--- src/rtl/seq_event_monitor.sv ---
// Counts rising edges of an upstream detect flag in BCD and tracks run lengths.
// Locks with a latched alarm once the event count reaches THRESH.
module seq_event_monitor #(
   parameter int THRESH = 10,
   parameter int RUN_W  = 4
) (
   input  logic             clk,
   input  logic             aclr,
   input  logic             en,
   input  logic             clr,
   input  logic             z_in,
   output logic             event_pulse,
   output logic [7:0]       event_bcd,
   output logic [RUN_W-1:0] run_len,
   output logic [RUN_W-1:0] max_run,
   output logic             alarm
);

   localparam logic [7:0] THRESH_BCD =
      8'(((THRESH / 10) % 10) * 16 + (THRESH % 10));
   localparam logic [RUN_W-1:0] RUN_MAX = '1;
   localparam bit LOCK_EN = (THRESH != 0);

   typedef enum logic [1:0] {
      IDLE = 2'b00,
      RUN  = 2'b01,
      LOCK = 2'b10
   } state_t;

   state_t           state_q, state_d;
   logic             pulse_d;
   logic [7:0]       bcd_d, bcd_inc;
   logic [RUN_W-1:0] run_d, max_d;
   logic             alarm_d;

   // Saturating two-digit BCD increment
   always_comb begin
      bcd_inc = event_bcd;
      if (event_bcd == 8'h99)
         bcd_inc = 8'h99;
      else if (event_bcd[3:0] == 4'd9)
         bcd_inc = {event_bcd[7:4] + 4'd1, 4'd0};
      else
         bcd_inc = {event_bcd[7:4], event_bcd[3:0] + 4'd1};
   end

   always_comb begin
      state_d = state_q;
      pulse_d = 1'b0;
      bcd_d   = event_bcd;
      run_d   = run_len;
      max_d   = max_run;
      alarm_d = alarm;
      if (clr) begin
         state_d = IDLE;
         bcd_d   = 8'h00;
         run_d   = '0;
         max_d   = '0;
         alarm_d = 1'b0;
      end else if (en) begin
         unique case (state_q)
            IDLE: begin
               if (z_in) begin
                  pulse_d = 1'b1;
                  bcd_d   = bcd_inc;
                  run_d   = RUN_W'(1);
                  if (LOCK_EN && bcd_inc == THRESH_BCD) begin
                     state_d = LOCK;
                     alarm_d = 1'b1;
                  end else begin
                     state_d = RUN;
                  end
               end else begin
                  run_d = '0;
               end
            end
            RUN: begin
               if (z_in) begin
                  if (run_len != RUN_MAX)
                     run_d = run_len + RUN_W'(1);
               end else begin
                  state_d = IDLE;
                  run_d   = '0;
               end
            end
            LOCK: begin
               alarm_d = 1'b1;
            end
            default: begin
               state_d = IDLE;
               alarm_d = 1'b0;
            end
         endcase
         // max tracks the run length written on this same edge
         if (run_d > max_run)
            max_d = run_d;
      end
   end

   always_ff @(posedge clk or negedge aclr) begin
      if (!aclr) begin
         state_q     <= IDLE;
         event_pulse <= 1'b0;
         event_bcd   <= 8'h00;
         run_len     <= '0;
         max_run     <= '0;
         alarm       <= 1'b0;
      end else begin
         state_q     <= state_d;
         event_pulse <= pulse_d;
         event_bcd   <= bcd_d;
         run_len     <= run_d;
         max_run     <= max_d;
         alarm       <= alarm_d;
      end
   end

endmodule

--- config.mk ---
export PLATFORM = sky130hd
export DESIGN_NAME = seq_event_monitor
export DESIGN_NICKNAME = d
export VERILOG_FILES = /design/src/rtl/seq_event_monitor.sv
export SDC_FILE = /design/constraint.sdc
export NUM_CORES = 1
export LEC_CHECK = 0
export ABC_CLOCK_PERIOD_IN_PS = 5050
export CORE_MARGIN = 1
export CORE_UTILIZATION = 40
export DETAILED_ROUTE_END_ITERATION = 16
export DONT_BUFFER_PORTS = 1
export PLACE_DENSITY = 0.62
export SETUP_SLACK_MARGIN = 0.5
export SLEW_MARGIN = 10
export SYNTH_ARGS = -nofsm -noshare
export SYNTH_HDL_FRONTEND = slang
export SYNTH_SLANG_ARGS = --single-unit
--- constraint.sdc ---
create_clock -name clk -period 5.05 [get_ports clk]
set_input_delay 0.505 -clock clk [delete_from_list [all_inputs] [get_ports clk]]
set_output_delay 0.505 -clock clk [all_outputs]
set_load 0.02 [all_outputs]
# After elaboration in Yosys (flattened, before gate mapping)
# Cells that the tools add are included.
# Widths: inputs -> output; s select.
# op_classes
eq_ne	11
order_cmp	1
n_addsub	3
n_mux	32
reduce_logical	9
# op_table
operator	count
$mux 8	6
$mux 4	9
$add 4x1->4 const B	3
$mux 2	5
$mux 1	9
$ne 3x3->1 const B	3
$eq 8x5->1 const B	1
$eq 8x8->1 const B	1
$pmux 4 s2	1
$reduce_and 4->1	2
$reduce_bool 2->1	4
$pmux 2 s3	1
$eq 4x4->1 const B	1
$gt 4x4->1	1
$ne 2x2->1 const B	2
$ne 4x4->1 const B	1
$pmux 1 s3	1
$reduce_and 3->1	1
$eq 2x1->1 const B	1
$eq 2x2->1 const B	1
$logic_not 2->1	1
$reduce_and 2->1	1
# word_totals
out_inout_bits	18
regBits	20
elab_cells	62
inputBits	5

# Logic depth before layout (Yosys ltp)
# logic_depth
ltp_word	10
mapped_depth	11
depth_no_buf	11

# Least setup slack after synthesis
# No wires, ideal clock.
# synth_path
path_type	reg2reg
start	register run_len[0]
end	register max_run[0]
required_time_ps	4918
path_slack_ps	2605
setup_ps	132
arrival_ps	2314
stages_incl_launch_ff	11
synth_period_minus_slack_ps	2445
path_cell_list	dfrtp_1 > ha_1 > and4_1 > a31oi_1 > o21ai_0 > ha_1 > nor2b_1 > o211ai_1 > a21oi_1 > mux2i_1 > nor2_1
# synth_via
elab_chain_len	9
word_cells_on_any_way	13
# synth_lines
item	line	text
start: declaration	14	output logic [RUN_W-1:0] run_len,
start signal: assignment	112	run_len <= run_d;
$add 4x1->4 / $ne 4x4->1 (equally long branches)	80, 79	
$mux 4	79	if (run_len != RUN_MAX)
$mux 4	78	if (z_in) begin
$pmux 4 s2 (*)	61	unique case (state_q)
$mux 4 (*)	60	end else if (en) begin
$mux 4 (*)	54	if (clr) begin
$gt 4x4->1 / $mux 4 (equally long branches)	95	if (run_d > max_run)
$reduce_bool 2->1 (no source line) / $mux 4 (equally long branches)	--	
$reduce_and 2->1 (no source line) / $mux 4 (equally long branches)	--	
end signal: assignment	113	max_run <= max_d;
end: declaration	15	output logic [RUN_W-1:0] max_run,
# Mark *: on every way between the ends. The rest lies on a longest branch, timed or not. The select of a mux whose other input is x is not followed.
# A chain may end at the register's enable or synchronous reset.

# Final worst setup path
# layout_path
start	register run_len[0]
end	register max_run[1]
# Same word-level chain as after synthesis.

==> key figures <==
Power and ir drop
  – Leak Pwr: 0.000606 uW
  – VDD IR-drop max: roughly 0.07 mV
  – Pwr/cell area: just under 200 nW/um2

Flow run
  – Max_cap viols: 0

Drt
  – Antenna-violating nets left: 0
  – Wirelength per Cell: approximately 14 um
  – DRT iter0 DRCs: 59
  – Via Count: around 1100
  – Vias/cell: between 5 and 6
  – TritonRoute pass-1 iters: 4
  – Total wire length: roughly 2600 um
  – Residual DRC count: 0

Clock network
  – CTS tree: yes
  – CTS clk-pin slew, worst paths: around 0.10 ns
  – CTS H-tree depth: 1
  – Clock Sinks: 20
  – Longest Clk Path Bufs: 2
  – CTS Buf Count: 3
  – Gates resized, CTS repair: 0
  – Latest clock arrival within the worst-skew pair: between 0.2 and 0.3 ns
  – CTS root buf: clkbuf_4

STA
  – Final Max Slew Viols: 0
  – Setup Total Neg Slack: 0 ns
  – Final hold violation count: 0
  – RSZ-0062 raised after global routing: false
  – Fmax: 367 MHz
  – Max-slew headroom: 0.398
  – Clk_skew: 0.00421 ns
  – Smallest hold slack: 0.259 ns
  – Part of the cycle the worst path needs: 0.540
  – Worst slew pin tran: between 0.8 and 0.9 ns
  – Crit path time final: 2.73 ns
  – # setup viols final: 0
  – Final worst slack: 2.32 ns

Final layout
  – Antenna Diode Count: 0
  – Finished Core Util: 0.441
  – Area grow syn2layout: 4.16%
  – Share of cells above drive strength 1: 0.0429
  – Nets: between 150 and 200
  – Fin area: 1350 um2
  – Fillers: approximately 320

Critical path
  – Crit-path cells: ha_1 > nand3_1 > a31oi_1 > o21ai_0 > ha_1 > nor2b_1 > o211ai_1 > a21oi_1 > mux2i_1 > nor2_1
  – Worst-path maximum fanout: 6
  – Crit path capture type: flip-flop
  – Critical Path RT: 5.23 ns
  – Setup crit start kind: flip-flop
  – Crit path top cell by count: ha_1
  – Critical path class: reg2reg
  – Critical-path top delay cell: dfrtp_1
  – CP max stage delay: 0.57 ns
  – Arr. time, crit path: 2.91 ns

Min path
  – Hold Crit Class: in2reg

Die
  – Ports: 23
  – Die width: between 50 and 60 um
  – Chip height: just under 60 um
  – Cell row count: 20
  – Core Region: 3050 um2
  – Initial Util: 0.424
  – Full die area: 3470 um2

Global routing
  – First-pass GRT wire length: approximately 4700 um
  – Vias in the first global route: between 1000 and 1500
  – GR Overflow Total: 0
  – All-Layer GR Usage: 0.176
  – Antenna violations before repair: 0
  – Largest net degree at the start of global routing: 21

Synthesis
  – Syn Inst Count: 142
  – Yosys top cell by area: dfrtp_1
  – Post-synth cell types: 40
  – Ys Warns: 0
  – Share of the synthesized area in the top cell type: 0.387
  – Ys async rst share: 1.00
  – Synthesized area per cell: just over 9 um2
  – Top_reg_cell synth: dfrtp_1
  – Register area share after synthesis: 0.387
  – Flops & latches, synth: 20
  – Area of the mapped netlist: 1290 um2
  – Ranking of synthesized cells by area: dfrtp_1 (39%), ha_1 (8.7%), mux2i_1 (7.7%)
  – Number of flops mapped to enable cells by yosys: 0
  – Syn Nets: approximately 160

Placed design
  – Placed cell area: 1320 um2
  – Final HPWL DP: ~2000 um
  – GPL Wtd Cong: a little over 0.8
  – IO buf count: 0
  – Place WS: approximately 2.3 ns

Status
  – Outcome: finished clean
==> per-layer routing <==
layer  routed length (um)  global-route usage  part of all wire
met4                   45              0.0816             0.017
met2                 1360               0.291              0.51
met3                  133              0.0308             0.050
met1                 1100               0.225              0.42
met5                    0                   0                 0
==> logic make-up (layout without fill, tap and decap cells) <==
logic type	Yosys count	count (layout)	synth area share
adders and majority gates	9	9	0.0870
and+or+nand+nor	51	51	0.212
AOI/OAI and AO/OA	33	33	0.162
xor gates and xnor gates	3	3	0.0203
buffers and inverters	16	14	0.0551
muxes	10	10	0.0774
DFF	20	20	0.387
==> cells in the final DEF, fill, tap and decap left out, types with 5 or more instances in the layout <==
cell and n:
nor2_1 20, nand3_1 6, nand2_1 8, a21oi_1 13, ha_1 9, inv_1 10, mux2i_1 10, o21ai_0 5
dfrtp_1 20
==> synth_stat cells, types with 2 or more instances <==
master,count
dfrtp_1,20
nor2_1,20
a21oi_1,13
inv_1,10
mux2i_1,10
ha_1,9
nand2_1,8
nand3_1,6
o21ai_0,5
a31oi_1,3
buf_2,3
nand4_1,3
and3b_1,2
and4_1,2
nor3_1,2
xor2_1,2
==> where the power goes <==
| group | internal (uW) | leakage (uW) | switching [uW] | total, uW |
|---|---|---|---|---|
| Combinational | 10.2 | 0.000315 | 12.7 | 22.9 |
| Sequential | 163 | 0.000276 | 7.47 | 170 |
| Clock | 27.7 | 0.0000138 | 43.1 | 70.7 |
==> what timing repair did <==
| action | in CTS | in global routing |
|---|---|---|
| endpoints found under the hold margin | 20 | 0 |
| buffers inserted | 0 | 0 |
| endpoints found under the setup margin | 0 | 0 |
| hold buffers | 1 | 0 |
==> worst paths after layout <==
path,depth (start not counted),end,start,slack (ns)
setup / recovery,10,max_run[1],run_len[0],2.32
hold / removal,1,alarm,clr,0.26
setup reg to reg,10,max_run[1],run_len[0],2.32
hold reg to reg,2,state_q[1],state_q[1],0.66
max in group asynchronous,1,event_bcd[3],aclr,3.72
min in group asynchronous,1,alarm,aclr,0.78
==> sequential cells by signal (all words and copies together), names as in the netlist <==
register     flops
alarm            1
event_bcd        8
event_pulse      1
run_len          4
state_q          2
max_run          4
==> stage by stage <==
stage / cells / total power, uW
2_1_floorplan: 142 / 192
5_1_grt: 184 / 279
6_report: 184 / 264
4_1_cts: 184 / 269
3_5_place_dp: 180 / 193
3_3_place_gp: 180 / 192
==> area by class of cell <==
cell class / count / area, um2 / share of cell area
clock buffer: 3 / 22.5 / 0.0167
inverter: 10 / 37.5 / 0.0279
multi-input combinational: 106 / 722 / 0.536
sequential: 20 / 500 / 0.371
tap: 44 / 55.1 / 0.0409
timing repair buffer: 1 / 10.0 / 0.00743
==> critical path, delay by kind of cell, from the launching register on <==
kind	cells	cell delay, ns
compound gates	4	0.82
fa+ha+maj	2	0.66
flops	1	0.57
simple gates	3	0.32
mux	1	0.25
No activity file was read; power rests on OpenSTA's default activity.
